===== src/rtl/sram_pkg.sv =====
// Shared types and helpers for the byte-lane SRAM port.
// Imported by the storage array, the port FSM and the bench.
package sram_pkg;

    localparam int WORD_W = 32;
    localparam int LANES  = 4;

    typedef enum logic [1:0] {
        IDLE,
        WAIT,
        RESP
    } state_t;

    // Expand per-byte write enables to a per-bit mask.
    function automatic logic [WORD_W-1:0] lane_mask(
        input logic [LANES-1:0] we
    );
        logic [WORD_W-1:0] m;
        m = '0;
        for (int i = 0; i < LANES; i++) begin
            m[8*i +: 8] = {8{we[i]}};
        end
        return m;
    endfunction

endpackage


===== src/rtl/sram_array.sv =====
// Word storage with byte-lane writes and a registered read port.
// Shaped to map onto block RAM with byte enables.
module sram_array
    import sram_pkg::*;
#(
    parameter  int WORDS = 128,
    localparam int IW    = $clog2(WORDS)
) (
    input  logic              clk,
    input  logic              re,
    input  logic [LANES-1:0]  we,
    input  logic [IW-1:0]     idx,
    input  logic [WORD_W-1:0] wdata,
    output logic [WORD_W-1:0] rdata
);

    logic [WORD_W-1:0] mem_q [WORDS];
    logic [WORD_W-1:0] rdata_q;

    // Lane writes and read-before-write capture on the strobe edge.
    always_ff @(posedge clk) begin
        for (int i = 0; i < LANES; i++) begin
            if (we[i]) begin
                mem_q[idx][8*i +: 8] <= wdata[8*i +: 8];
            end
        end
        if (re) begin
            rdata_q <= mem_q[idx];
        end
    end

    assign rdata = rdata_q;

endmodule


===== src/rtl/sram_port.sv =====
// Valid/ready front end: window decode, latency FSM and response.
// One transaction in flight; response data comes from registers only.
module sram_port
    import sram_pkg::*;
#(
    parameter int          WORDS     = 128,
    parameter logic [31:0] BASE_ADDR = 32'h0000_0000,
    parameter int          LATENCY   = 1
) (
    input  logic              clk,
    input  logic              rst_n,
    input  logic              req_valid,
    output logic              req_ready,
    input  logic [LANES-1:0]  req_we,
    input  logic [31:0]       req_addr,
    input  logic [WORD_W-1:0] req_wdata,
    output logic              rsp_valid,
    input  logic              rsp_ready,
    output logic [WORD_W-1:0] rsp_rdata,
    output logic              rsp_err
);

    localparam int          IW   = $clog2(WORDS);
    localparam logic [31:0] SPAN = 32'(4 * WORDS);

    state_t            state_q, state_d;
    logic [1:0]        cnt_q, cnt_d;
    logic              rd_q;
    logic              err_q;
    logic [31:0]       off;
    logic              in_range;
    logic              accept;
    logic              arr_re;
    logic [LANES-1:0]  arr_we;
    logic [WORD_W-1:0] arr_rdata;

    // Window decode: below BASE is rejected before the offset is used.
    assign off      = req_addr - BASE_ADDR;
    assign in_range = (req_addr >= BASE_ADDR) && (off < SPAN);
    assign accept   = (state_q == IDLE) && req_valid;
    assign arr_we   = (accept && in_range) ? req_we : '0;
    assign arr_re   = accept && in_range && (req_we == '0);

    sram_array #(
        .WORDS (WORDS)
    ) u_array (
        .clk   (clk),
        .re    (arr_re),
        .we    (arr_we),
        .idx   (off[IW+1:2]),
        .wdata (req_wdata),
        .rdata (arr_rdata)
    );

    // State, latency counter and captured response kind.
    always_ff @(posedge clk or negedge rst_n) begin
        if (!rst_n) begin
            state_q <= IDLE;
            cnt_q   <= 2'd0;
            rd_q    <= 1'b0;
            err_q   <= 1'b0;
        end else begin
            state_q <= state_d;
            cnt_q   <= cnt_d;
            if (accept) begin
                rd_q  <= arr_re;
                err_q <= !in_range;
            end
        end
    end

    // Next state and handshake outputs.
    always_comb begin
        state_d   = state_q;
        cnt_d     = cnt_q;
        req_ready = 1'b0;
        rsp_valid = 1'b0;
        unique case (state_q)
            IDLE: begin
                req_ready = 1'b1;
                if (req_valid) begin
                    if (LATENCY == 1) begin
                        state_d = RESP;
                    end else begin
                        state_d = WAIT;
                        cnt_d   = 2'(LATENCY - 1);
                    end
                end
            end
            WAIT: begin
                if (cnt_q == 2'd1) begin
                    state_d = RESP;
                end else begin
                    cnt_d = cnt_q - 2'd1;
                end
            end
            RESP: begin
                rsp_valid = 1'b1;
                if (rsp_ready) begin
                    state_d = IDLE;
                end
            end
            default: state_d = IDLE;
        endcase
    end

    // Array read register holds until the next accept, so gating suffices.
    assign rsp_rdata = (rsp_valid && rd_q) ? arr_rdata : '0;
    assign rsp_err   = rsp_valid && err_q;

endmodule


===== config.mk =====
export PLATFORM = sky130hd
export DESIGN_NAME = sram_port
export DESIGN_NICKNAME = d
export VERILOG_FILES = /design/src/rtl/sram_pkg.sv /design/src/rtl/sram_array.sv /design/src/rtl/sram_port.sv
export SDC_FILE = /design/constraint.sdc
export NUM_CORES = 2
export LEC_CHECK = 0
export CORE_UTILIZATION = 40
export DETAILED_ROUTE_END_ITERATION = 12
export PLACE_DENSITY = 0.66
export SLEW_MARGIN = 15
export SYNTH_ARGS = -nofsm -noshare
export SYNTH_HDL_FRONTEND = slang
export SYNTH_SLANG_ARGS = --single-unit

===== constraint.sdc =====
create_clock -name clk -period 3.4 [get_ports clk]
set_clock_uncertainty 0.05 [all_clocks]
set_input_delay 0.68 -clock clk [delete_from_list [all_inputs] [get_ports clk]]
set_output_delay 0.68 -clock clk [all_outputs]
set_load 0.05 [all_outputs]

# --- After elaboration in Yosys (flattened, before gate mapping) ---
# Memories as Yosys holds them, arrays and structs flattened. A register that Yosys moved wholly into a read port is not among the register bits.
# Index checks and enable logic that the tools add are counted.
totals:
  regBits: 6
  ram_bits: 4096
  in_bits: 72
  out_inout_bits: 35
  word_cells: 42
  memories: 1
classes:
  addsub: 1
  n_lt_le_gt_ge: 2
  n_eq_ne: 6
  mux: 16
  bitwise_logic: 1
  n_reduce_logical: 11
mem_list:
  columns: ["name", "words", "word_bits", "rd", "rd_ports_with_merged_regs", "write_ports", "line_no", "text"]
  rows:
  - ["u_array.mem_q", 128, 32, 1, 1, 1, "sram_array.sv:17", "logic [WORD_W-1:0] mem_q [WORDS];"]
op_table:
  columns: ["cell", "n"]
  rows:
  - [">= comparator 32 x 1 -> 1 bit (second input constant)", 1]
  - ["< comparator 32 x 10 -> 1 bit (second input constant)", 1]
  - ["two-way mux 32 bit", 1]
  - ["two-way mux 1 bit", 10]
  - ["logical AND 1 bit", 6]
  - ["two-way mux 2 bit", 3]
  - ["inequality test 2 bit (second input constant)", 3]
  - ["one-hot mux 2 bit (3 select lines)", 1]
  - ["== test 2 x 1 -> 1 bit (second input constant)", 2]
  - ["logical NOT 4 bit", 1]
  - ["two-way mux 4 bit", 1]
  - ["AND reduction 3 bit", 1]
  - ["== test 2 bit (second input constant)", 1]
  - ["logical NOT 2 bit", 1]
  - ["AND reduction 2 bit", 1]
  - ["subtractor 2 x 1 -> 2 bit (second input constant)", 1]
  - ["logical NOT 1 bit", 1]
  - ["NOT 1 bit", 1]

# --- Logic depth before layout (Yosys ltp) ---
depth:
  ltp_word: 6
  ltp_mapped: 13
  depth_no_buf: 6

# --- Hierarchy ---
# From an unflattened synthesis, not the netlist that was laid out.
hier_totals:
  cells_unflattened: 9662
  hier_area_um2: 160704.1
modules_own_cells:
  columns: ["mod", "instances", "cells_per_inst", "area_each_um2", "seq_area_each_um2"]
  rows:
  - ["sram_array", 1, 9595, 160217.4, 123958.9]
  - ["sram_port", 1, 67, 486.7, 75.1]

# --- Worst setup path before layout ---
# No wires, ideal clock.
synth_timing:
  path_type: "input -> register"
  startpoint: "input req_we[2]"
  endpoint: "register u_array.rdata_q[0] (netlist: u_array.rdata[0]), read port of u_array.mem_q (enable)"
  setup_time_ns: 0.463
  t_arrival_ns: 3.442
  t_required_ns: 2.887
  path_slack_ns: -0.555
  stages: 2
  n_path_buf: 0
  cell_sequence: "or4_1 nor3_1"
synth_between:
  elab_chain_len: 2
synth_lines:
  columns: ["item", "line_no", "text"]
  rows:
  - ["from (decl)", "sram_port.sv:14", "input logic [LANES-1:0] req_we,"]
  - ["logical NOT 4 bit", "sram_port.sv:42", "assign arr_re = accept && in_range && (req_we == '0);"]
  - ["logical AND 1 bit", "sram_port.sv:42", null]
  - ["named net arr_re", "sram_port.sv:33", "logic arr_re;"]
  - ["to (decl)", "sram_array.sv:18", "logic [WORD_W-1:0] rdata_q;"]
# The timed path passes the listed nets, and every way through them passes these cells.
# A chain may end at the register's enable or synchronous reset.

# --- Final worst setup path ---
layout_timing:
  startpoint: "register state_q[1]"
  endpoint: "output rsp_rdata[14]"
layout_between:
  elab_chain_len: 4
layout_lines:
  columns: ["item", "line_no", "text"]
  rows:
  - ["from (decl)", "sram_port.sv:26", "state_t state_q, state_d;"]
  - ["from (signal assigned)", "sram_port.sv:63", "state_q <= state_d;"]
  - ["== test 2 bit", "sram_port.sv:78", "unique case (state_q)"]
  - ["two-way mux 1 bit", "sram_port.sv:78", null]
  - ["logical AND 1 bit", "sram_port.sv:108", "assign rsp_rdata = (rsp_valid && rd_q) ? arr_rdata : '0;"]
  - ["two-way mux 32 bit", "sram_port.sv:108", null]
  - ["to (decl)", "sram_port.sv:19", "output logic [WORD_W-1:0] rsp_rdata,"]
# Every way passes these cells.

==> impl_metrics.json <==
{
  "grt_pass1_wl_um": 925000,
  "critPathCaptureType": "output pin",
  "synth_most_common_cell": "edfxtp_1",
  "antenna_found_initial": 98,
  "synth_top_area_cell": "edfxtp_1",
  "startpoint_type": "register",
  "cp.required_ns": 2.67,
  "slew-limit-headroom_pct": 3.77,
  "vias_per_cell": 6.58,
  "place_congestion": 1.02,
  "r2r-start": "state_q[1]",
  "stdcell_area_um2": 201000,
  "grtUsageTotal_pct": 33.1,
  "hold_ws_ns": 0.0362,
  "reg2regPathDepth": 9,
  "synth_common_cells": "edfxtp_1 (4,128), nor2_1 (690), a221oi_1 (522)",
  "drt_iter0_drc": 23100,
  "synth_edf_count": 4128,
  "regArea_um2": 124000,
  "critPathMaxFanout": 35,
  "post-route-drc-count": 0,
  "postCtsSetupRepairBufs": 0,
  "yosysSeqAreaShare_pct": 76.6,
  "cts_buffer_depth": 4,
  "path_class": "register to output pin",
  "power_density_nw_per_um2": 551,
  "num_rows": 233,
  "hold_path_class": "primary input to register",
  "placedInstanceArea_um2": 187000,
  "p_leak_nw": 67.0,
  "detail-route-antenna-nets": 0,
  "dp_hpwl_um": 485000,
  "hold_path_end": "u_array.mem_q[101][6]",
  "r2r_slack_ns": 0.04,
  "synth_ff_type": "edfxtp_1",
  "intPower_mw": 84.4,
  "cts_tree": "done",
  "dr_total_vias": 115000,
  "fin_crit_sh_pct": 103,
  "path_clk_slew_ns": 0.07,
  "nNetsFinal": 11700,
  "start_util_pct": 40.2,
  "dieHeight_um": 638,
  "cp_data_arrival_time_ns": 2.76,
  "io_pins": 107,
  "finalHoldViolations": 0,
  "switchingPower_mw": 26.2,
  "gr-total-overflow": 0,
  "swShare_pct": 23.7,
  "cts_root_buf": "clkbuf_16",
  "multi_input_area_um2": 34500,
  "finalWorstPathRequiredPeriod_ns": 3.49,
  "yosysUniqueCellTypes": 82,
  "syn_nets": 9892,
  "ys_seq_elements": 4131,
  "r2r-end": "u_array.mem_q[26][24]",
  "p_seq_share_pct": 50.7,
  "core_area_um2": 403000,
  "outcome": "complete, but fails checks",
  "die_area_um2": 407000,
  "dieWidth_um": 638,
  "fmax_mhz": 287,
  "min_from": "req_wdata[6]",
  "h-tree-depth": 5,
  "netlist_area_um2": 162000,
  "drive_gt1_share_pct": 26.7,
  "drv_cap": 0,
  "async_reset_ff_share_pct": 0.0726,
  "io_buffer_count": 104,
  "yosysWarnings": 0,
  "p_comb_share_pct": 7.6,
  "post-route-worst-setup-slack_ns": -0.0883,
  "ir_drop_uv": 460,
  "wl_per_cell_um": 39.7,
  "grt_max_degree": 129,
  "wirelength_um": 697000,
  "failed_checks": "setup timing",
  "synth.area.top_cells": "edfxtp_1 (77%), a221oi_1 (2.8%), a22oi_1 (2.2%), mux2i_1 (2.0%), nor2_1 (1.6%)",
  "grt_pass1_vias": 108000,
  "hold_depth": 1,
  "syn_area_per_cell_um2": 16.5,
  "dr.pass1.iters": 9,
  "numCtsBuffers": 417,
  "worst_slew_pin_slew_ns": 1.44,
  "fillCellCount": 32900,
  "yosysTopAreaCellShare_pct": 76.6,
  "insertion_delay_ns": 1.07,
  "syn_to_final_growth_pct": 24.0,
  "p_clk_share_pct": 41.7,
  "synth_cells": 9820,
  "clkSinkCount": 4131,
  "slew_violations": 0,
  "setup_viol": 2
}
layout by cell type (no fill, tap or decap), types with 122 or more instances in the layout:
| cell type | instances |
|---|---|
| buf_12 | 357 |
| a22oi_1 | 466 |
| o22ai_1 | 186 |
| clkbuf_16 | 420 |
| mux2i_1 | 324 |
| nand2_1 | 425 |
| nor2_1 | 677 |
| buf_4 | 1846 |
| mux2_2 | 169 |
| a21oi_1 | 341 |
| a221oi_1 | 522 |
| a21bo_2 | 122 |
| edfxtp_1 | 4128 |
| diode_2 | 129 |
| a222oi_1 | 174 |
| o21ai_0 | 190 |
per-stage QoR:
| step | setup TNS, ns | utilization [%] | instances | power [mW] | setup slack, ns |
|---|---|---|---|---|---|
| after detailed placement | -558.64 | 46.4 | 16600 | 65.1 | -0.962 |
| final | -0.160 | 49.8 | 17500 | 111 | -0.0883 |
| after global routing | -0.00878 | 49.8 | 17500 | 112 | -0.00878 |
| after floorplan | 0 | - | 9820 | 60.0 | 0.111 |
| after global placement | -664.51 | 46.4 | 16600 | 65.0 | -0.950 |
| after CTS | 0 | 49.8 | 17400 | 110 | 0.0118 |
registers in the layout, summed over array words and instances, names as in the netlist:
name	flops
u_array.mem_q	4096
state_q	1
u_array.rdata	32
err_q	1
rd_q	1
kinds of logic after synthesis:
logic type / after synthesis / synth area share [%]
buffers and inverters: 846 / 2.25
and+or+nand+nor: 1620 / 4.63
AOI/OAI and AO/OA: 2697 / 12.9
muxes: 526 / 3.60
DFF: 4131 / 76.6
final cells by class:
class / instances / share of cell area, %
sequential: 4131 / 61.8
timing repair buffer: 2245 / 10.7
inverter: 20 / 0.0486
tap: 5405 / 3.37
clock buffer: 493 / 5.37
multi-input combinational: 4843 / 17.2
antenna: 129 / 0.161
clock inverter: 283 / 1.35
layer usage:
metal  track usage [%]  routed length [µm]  vias to the layer above
li1                  -                   -                    44200
met1              41.7              238000                    58400
met2              47.3              293000                    10600
met3              12.7              108000                     2073
met4              22.7               56800                       72
met5                 0                 513                        -
power by group through the flow:
stage	Combinational [mW]	Sequential [mW]	Clock (mW)
after detailed placement	7.98	57.1	0
after global placement	7.88	57.1	0
after floorplan	2.87	57.1	0
after global routing	8.36	56.0	47.9
final	8.39	56.0	46.1
after CTS	8.01	56.0	46.0
critical path, cell delays in order (launching register included):
cell and delay (ns):
dfrtp_2 0.37, buf_4 0.45, and3_1 0.55, buf_4 0.29
worst max-delay path by stage:
stage,startpoint,end,slack (ns),cells after the start
final,state_q[1],rsp_rdata[14],-0.09,3
after global routing,state_q[1],rsp_rdata[14],-0.009,3
after CTS,state_q[1],rsp_err,0.01,3
after detailed placement,req_addr[3],u_array.rdata[24],-0.96,10
after global placement,req_addr[3],u_array.rdata[24],-0.95,10
after floorplan,req_addr[4],u_array.mem_q[104][0],0.11,9
repair_timing:
action / 4_1_cts / 5_1_grt
hold buffers: 3 / 0
hold endpoints to repair: 25 / 0
gates resized for setup: 4 / 1
setup endpoints to repair: 3 / 1
pin swaps: 0 / 0
No activity file was read; power rests on OpenSTA's default activity.
